==> config.mk <==
export PLATFORM = sky130hd
export DESIGN_NAME = serial_sub
export DESIGN_NICKNAME = d
export VERILOG_FILES = /design/src/rtl/serial_sub.sv
export SDC_FILE = /design/constraint.sdc
export NUM_CORES = 1
export LEC_CHECK = 0
export CAP_MARGIN = 10
export CORE_UTILIZATION = 55
export DETAILED_ROUTE_END_ITERATION = 7
export GPL_TIMING_DRIVEN = 1
export PLACE_DENSITY = 0.83
export SYNTH_ARGS = -nofsm -noshare
export SYNTH_HDL_FRONTEND = slang
export SYNTH_SLANG_ARGS = --single-unit
export TNS_END_PERCENT = 10
==> constraint.sdc <==
create_clock -name clk -period 2.85 [get_ports clk]
set_clock_uncertainty 0.05 [all_clocks]
set_input_delay 0.285 -clock clk [delete_from_list [all_inputs] [get_ports clk]]
set_output_delay 0.285 -clock clk [all_outputs]
set_load 0.03 [all_outputs]
==> src/rtl/serial_sub.sv <==
// Bit-serial subtractor: one full-subtractor cell reused over WIDTH cycles.
// Define SERIAL_SUB_OVF_EN to add the signed-overflow output OVF.
module serial_sub #(
    parameter int WIDTH = 8
) (
    input  logic             clk,
    input  logic             rst,
    input  logic             start,
    input  logic [WIDTH-1:0] X,
    input  logic [WIDTH-1:0] Y,
    input  logic             Bin,
    output logic             busy,
    output logic             done,
    output logic [WIDTH-1:0] D,
    output logic             B
`ifdef SERIAL_SUB_OVF_EN
    ,
    output logic             OVF
`endif
);

    localparam int CW = $clog2(WIDTH + 1);

    typedef enum logic [1:0] {
        S_IDLE  = 2'd0,
        S_SHIFT = 2'd1,
        S_DONE  = 2'd2
    } state_t;

    state_t           r_state;
    state_t           w_next;

    logic [WIDTH-1:0] r_x;
    logic [WIDTH-1:0] r_y;
    logic [WIDTH-1:0] r_p;
    logic [WIDTH-1:0] r_d;
    logic             r_b;
    logic             r_bo;
    logic [CW-1:0]    r_cnt;

    logic             w_xb;
    logic             w_yb;
    logic             w_d;
    logic             w_bn;
    logic             w_accept;
    logic             w_last;

    // Full-subtractor cell on the operand LSBs
    assign w_xb = r_x[0];
    assign w_yb = r_y[0];
    assign w_d  = w_xb ^ w_yb ^ r_b;
    assign w_bn = (~w_xb & w_yb) | (~(w_xb ^ w_yb) & r_b);

    assign w_accept = start & (r_state != S_SHIFT);
    assign w_last   = (r_state == S_SHIFT) && (r_cnt == CW'(WIDTH - 1));

    assign busy = (r_state == S_SHIFT);
    assign done = (r_state == S_DONE);
    assign D    = r_d;
    assign B    = r_bo;

    always_ff @(posedge clk or posedge rst) begin
        if (rst) begin
            r_state <= S_IDLE;
        end else begin
            r_state <= w_next;
        end
    end

    always_comb begin
        w_next = r_state;
        case (r_state)
            S_IDLE: begin
                if (start) begin
                    w_next = S_SHIFT;
                end
            end
            S_SHIFT: begin
                if (w_last) begin
                    w_next = S_DONE;
                end
            end
            S_DONE: begin
                w_next = start ? S_SHIFT : S_IDLE;
            end
            default: begin
                w_next = S_IDLE;
            end
        endcase
    end

    always_ff @(posedge clk or posedge rst) begin
        if (rst) begin
            r_x   <= '0;
            r_y   <= '0;
            r_p   <= '0;
            r_b   <= 1'b0;
            r_cnt <= '0;
        end else if (w_accept) begin
            r_x   <= X;
            r_y   <= Y;
            r_p   <= '0;
            r_b   <= Bin;
            r_cnt <= '0;
        end else if (r_state == S_SHIFT) begin
            r_x   <= r_x >> 1;
            r_y   <= r_y >> 1;
            r_p   <= {w_d, r_p[WIDTH-1:1]};
            r_b   <= w_bn;
            r_cnt <= w_last ? '0 : r_cnt + CW'(1);
        end
    end

    // Visible result only changes on the final shift step
    always_ff @(posedge clk or posedge rst) begin
        if (rst) begin
            r_d  <= '0;
            r_bo <= 1'b0;
        end else if (w_last) begin
            r_d  <= {w_d, r_p[WIDTH-1:1]};
            r_bo <= w_bn;
        end
    end

`ifdef SERIAL_SUB_OVF_EN
    logic r_ovf;

    // Borrow into the MSB step differs from borrow out of it
    always_ff @(posedge clk or posedge rst) begin
        if (rst) begin
            r_ovf <= 1'b0;
        end else if (w_last) begin
            r_ovf <= r_b ^ w_bn;
        end
    end

    assign OVF = r_ovf;
`endif

endmodule
# Yosys cells after proc, flatten, opt, wreduce, memory -nomap -nowiden
# Cells that the tools add are included.
dict set report word_totals {
  regBits 40
  input_bits 20
  latch_bits 0
  ram_bits 0
  mem_bits_ro 0
  output_inout_bits 11
  mem_count 0
}
dict set report classes {
  addsub 1
  eq_ne 6
  magnitude_cmp 0
  mul 0
  bitwise 8
  n_shift 0
  n_reduce_logical 4
  n_div 0
  muxes 15
}
# cell n
set op_table {}
lappend op_table {{$mux W8} 6}
lappend op_table {{$mux W4} 3}
lappend op_table {{$pmux W2 S3} 1}
lappend op_table {{$add A4 B1 Y4 const B} 1}
lappend op_table {{$eq A4 B3 Y1 const B} 1}
lappend op_table {{$mux W2} 2}
lappend op_table {{$ne A2 B1 Y1 const B} 2}
lappend op_table {{$and A1 B1 Y1} 3}
lappend op_table {{$mux W1} 3}
lappend op_table {{$eq A2 B1 Y1 const B} 1}
lappend op_table {{$eq A2 B2 Y1 const B} 1}
lappend op_table {{$logic_not A2 Y1} 1}
lappend op_table {{$ne A2 B2 Y1 const B} 1}
lappend op_table {{$not A1 Y1} 2}
lappend op_table {{$reduce_and A2 Y1} 1}
lappend op_table {{$reduce_bool A2 Y1} 1}
lappend op_table {{$xor A1 B1 Y1} 2}
lappend op_table {{$logic_and A1 B1 Y1} 1}
lappend op_table {{$or A1 B1 Y1} 1}

# Depth between registers and ports, before layout
dict set report logic_depth {
  word_depth 6
  depth_mapped 6
  depth_no_buf 4
}

# Least setup slack after synthesis
# OpenSTA, ideal clock, no wires.
dict set report synth_timing {
  path_kind {register to register}
  startpoint {register r_cnt[0]}
  endpoint {register r_d[0] (netlist: D[0])}
  arrival_time_ps 1242
  setup_slack_ps 1434
  path_stages_with_launch 5
  path_buffers 0
  synth_period_minus_slack_ps 1416
  required_ps 2675
  path_cell_list {dfrtp_1 > ha_1 > nand3b_2 > nor2_8 > mux2_2}
}
dict set report synth_via {
  elab_chain_cells 2
}
# element line
set synth_lines {}
lappend synth_lines {{from (decl)} 39} ;# logic [CW-1:0] r_cnt;
lappend synth_lines {{from (signal assigned)} 110} ;# r_cnt <= w_last ? '0 : r_cnt + CW'(1);
lappend synth_lines {{$eq A4 B3 Y1} 55} ;# assign w_last = (r_state == S_SHIFT) && (r_cnt == CW'(WIDTH - 1));
lappend synth_lines {{$logic_and A1 B1 Y1} 55}
lappend synth_lines {{to (signal assigned)} 120} ;# r_d <= {w_d, r_p[WIDTH-1:1]};
lappend synth_lines {{to (decl)} 36} ;# logic [WIDTH-1:0] r_d;
# No other way between the ends.
# A chain may end at the register's enable or synchronous reset.

# Worst setup path after layout
dict set report layout_timing {
  startpoint {register r_state[1]}
  endpoint {output busy}
}
dict set report layout_via {
  elab_chain_cells 1
}
# element line
set layout_lines {}
lappend layout_lines {{from (decl)} 30} ;# state_t r_state;
lappend layout_lines {{from (signal assigned)} 66} ;# r_state <= w_next;
lappend layout_lines {{$eq A2 B1 Y1} 57} ;# assign busy = (r_state == S_SHIFT);
lappend layout_lines {{to (decl)} 12} ;# output logic busy,
# No other way between the ends.

==> flow_metrics.tcl <==
set metrics [dict create \
    die_h_um 57.8 \
    gp_congestion 0.756 \
    wl_mm 2.99 \
    crit_chain "nand2b_1 > inv_4 > clkdlybuf4s50_1" \
    tns_ns 0 \
    root_buffer "clkbuf_4" \
    dp_hpwl_mm 2.08 \
    clk_pin_slew_ns 0.11 \
    die_w_um 57.8 \
    cts_buffers 5 \
    gr-total-overflow 0 \
    syn_nets 175 \
    rrSetupSlack_ns 1.02 \
    arrival_ns 1.86 \
    grt_max_degree 53 \
    setup_viol 0 \
    dr.pass1.iters 4 \
    coreArea_um2 2850 \
    synth_compound_area_share_pct 9.14 \
    hold_viol 0 \
    synth-xor-area-share_pct 0 \
    finalCoreUtilization_pct 74.0 \
    vias 1173 \
    io-pin-count 31 \
    max-slew-margin-rel_pct 68.8 \
    rr_worst_depth 5 \
    io_buffers 30 \
    antenna_found_initial 0 \
    post_cts_resized 0 \
    worstReg2RegEnd "r_cnt[2]" \
    area_delta_synth_final_pct 23.3 \
    max_stage_delay_ns 0.67 \
    yosysUniqueCellTypes 27 \
    endpoint_kind "output pin" \
    cp_max_fo 7 \
    fmax_mhz 456 \
    clk_path_buf_depth 2 \
    drive_above_1_share_pct 12.4 \
    synth_top_family_by_area "multiplexers" \
    grt_pass1_vias 1173 \
    worstHoldPathType "in2async" \
    synth.area.mux_share_pct 16.1 \
    final_max_slew_viol_count 0 \
    diodes 0 \
    clk_latency_ns 0.34 \
    cts_sinks 39 \
    via_per_inst 5.41 \
    postSynth.asyncResetShare_pct 100 \
    antenna_left 0 \
    period_needed_ns 2.19 \
    final_nets 207 \
    synth_seq_cells 39 \
    syn_area_per_cell_um2 11.2 \
    ir_drop_v 0.000717 \
    htree_levels 2 \
    die_area_um2 3340 \
    placedInstanceArea_um2 2020 \
    startpoint_type "register" \
    path_class "reg2out" \
    grtUsageTotal_pct 21.3 \
    yosysSeqAreaShare_pct 57.0 \
    routedWlPerCell_um 13.8 \
    timing.final.crit_share_pct 77.0 \
    status "complete, no violations" \
    first_iter_violations 17 \
    slowest_stage "clkdlybuf4s50_1" \
    synth_area_um2 1710 \
    cts_setup_buffers 0 \
    final_area_um2 2110 \
    syn_inst 153 \
    drcViolationCount 0 \
    grt_first_pass_wirelength_mm 5.24 \
    rows 19 \
    rsz0062_at_grt "no" \
    start_util_pct 60.0 \
    r2r-start "r_state[1]" \
    cts_tree "built" \
    synthSimpleGateAreaFrac_pct 11.8 \
    ys.flop_type "dfrtp_1" \
    cp.required_ns 2.52 \
    cts_hold_buf 0 \
    worst_slew_pin_slew_ns 0.468 \
    crit_path_start "r_state[1]" \
    maxCapViolCount 0 \
    synth_edf_count 0 \
    synth_fa_ha_area_share_pct 1.90 \
    yosysWarnings 0 \
    power.density_nw_per_um2 1030 \
    p_leak_uw 0.000989 \
]
==> worst max-delay path, delay by kind of cell, from the launching register on <==
family / cells / cell delay, ns
buffers and inverters: 2 / 0.79
flip-flops: 1 / 0.38
AND/OR/NAND/NOR: 1 / 0.34
==> Yosys cell counts (all sizes together), types with 2 or more instances <==
cell type | number | share of area, %
dfrtp | 39 | 57
inv | 4 | 1.0
mux2i | 17 | 9.9
buf | 7 | 2.6
nand3 | 2 | 0.58
mux2 | 9 | 6.1
nor2 | 4 | 1.8
o21ai | 25 | 7.3
nand2 | 33 | 7.2
==> logic make-up (layout without fill, tap and decap cells) <==
group	count (synthesis)	in the layout
multiplexers	26	26
AO/OA/AOI/OAI	29	29
AND/OR/NAND/NOR	44	44
flip-flops	39	39
adder cells (fa/ha/maj)	2	2
buffers and inverters	13	46
==> state kept, by name, indices dropped and copies added, names as in the netlist <==
register	cells
r_p	7
r_state	2
r_x	8
r_b	1
B	1
r_cnt	4
r_y	8
D	8
==> per-stage QoR <==
stage	power [uW]	setup WS (ns)	hold WS, ns	std cells
global route	2340	0.578	0.348	217
floorplan	1540	1.43	0.391	153
finish	2180	0.656	0.286	217
detailed placement	1820	1.04	0.420	209
global placement	1770	1.05	0.412	209
CTS	2200	0.638	0.299	217
==> report_power, final <==
group | switching, uW | total, uW | internal, uW
Combinational | 494 | 867 | 373
Clock | 174 | 381 | 207
Sequential | 143 | 932 | 789
Total | 811 | 2180 | 1370
==> placed cells by master, fill, tap and decap left out, drive strengths merged, types with 2 or more instances in the layout <==
master	netlist	layout
buf	7	3
clkbuf	1	6
clkdlybuf4s50	0	30
clkinv	1	2
dfrtp	39	39
inv	4	4
mux2	9	9
mux2i	17	17
nand2	33	33
nand3	2	2
nor2	4	4
o21ai	25	25
==> how the worst max path moves through the flow <==
stage | endpoint | slack (ns)
floorplan | D[0] | 1.43
CTS | busy | 0.64
finish | busy | 0.66
global placement | busy | 1.05
detailed placement | r_p[3] | 1.04
global route | busy | 0.58
==> metal layers <==
metal / vias to the layer above / share of wire [%] / global-route usage (%)
met2: 23 / 48 / 33.9
met3: 7 / 3.3 / 4.69
met4: 0 / 2.0 / 9.18
met1: 561 / 46 / 28.4
met5: - / 0 / 0
li1: 582 / - / -
==> layout make-up <==
| type | instances | area (um^2) |
|---|---|---|
| Multi-Input combinational cell | 101 | 666 |
| Sequential cell | 39 | 976 |
| Tap cell | 31 | 38.8 |
| Inverter | 5 | 21.3 |
| Clock inverter | 2 | 35.0 |
| Fill cell | 207 | 742 |
| Timing Repair Buffer | 33 | 323 |
| Clock buffer | 6 | 51.3 |
No activity file was read; power rests on OpenSTA's default activity.
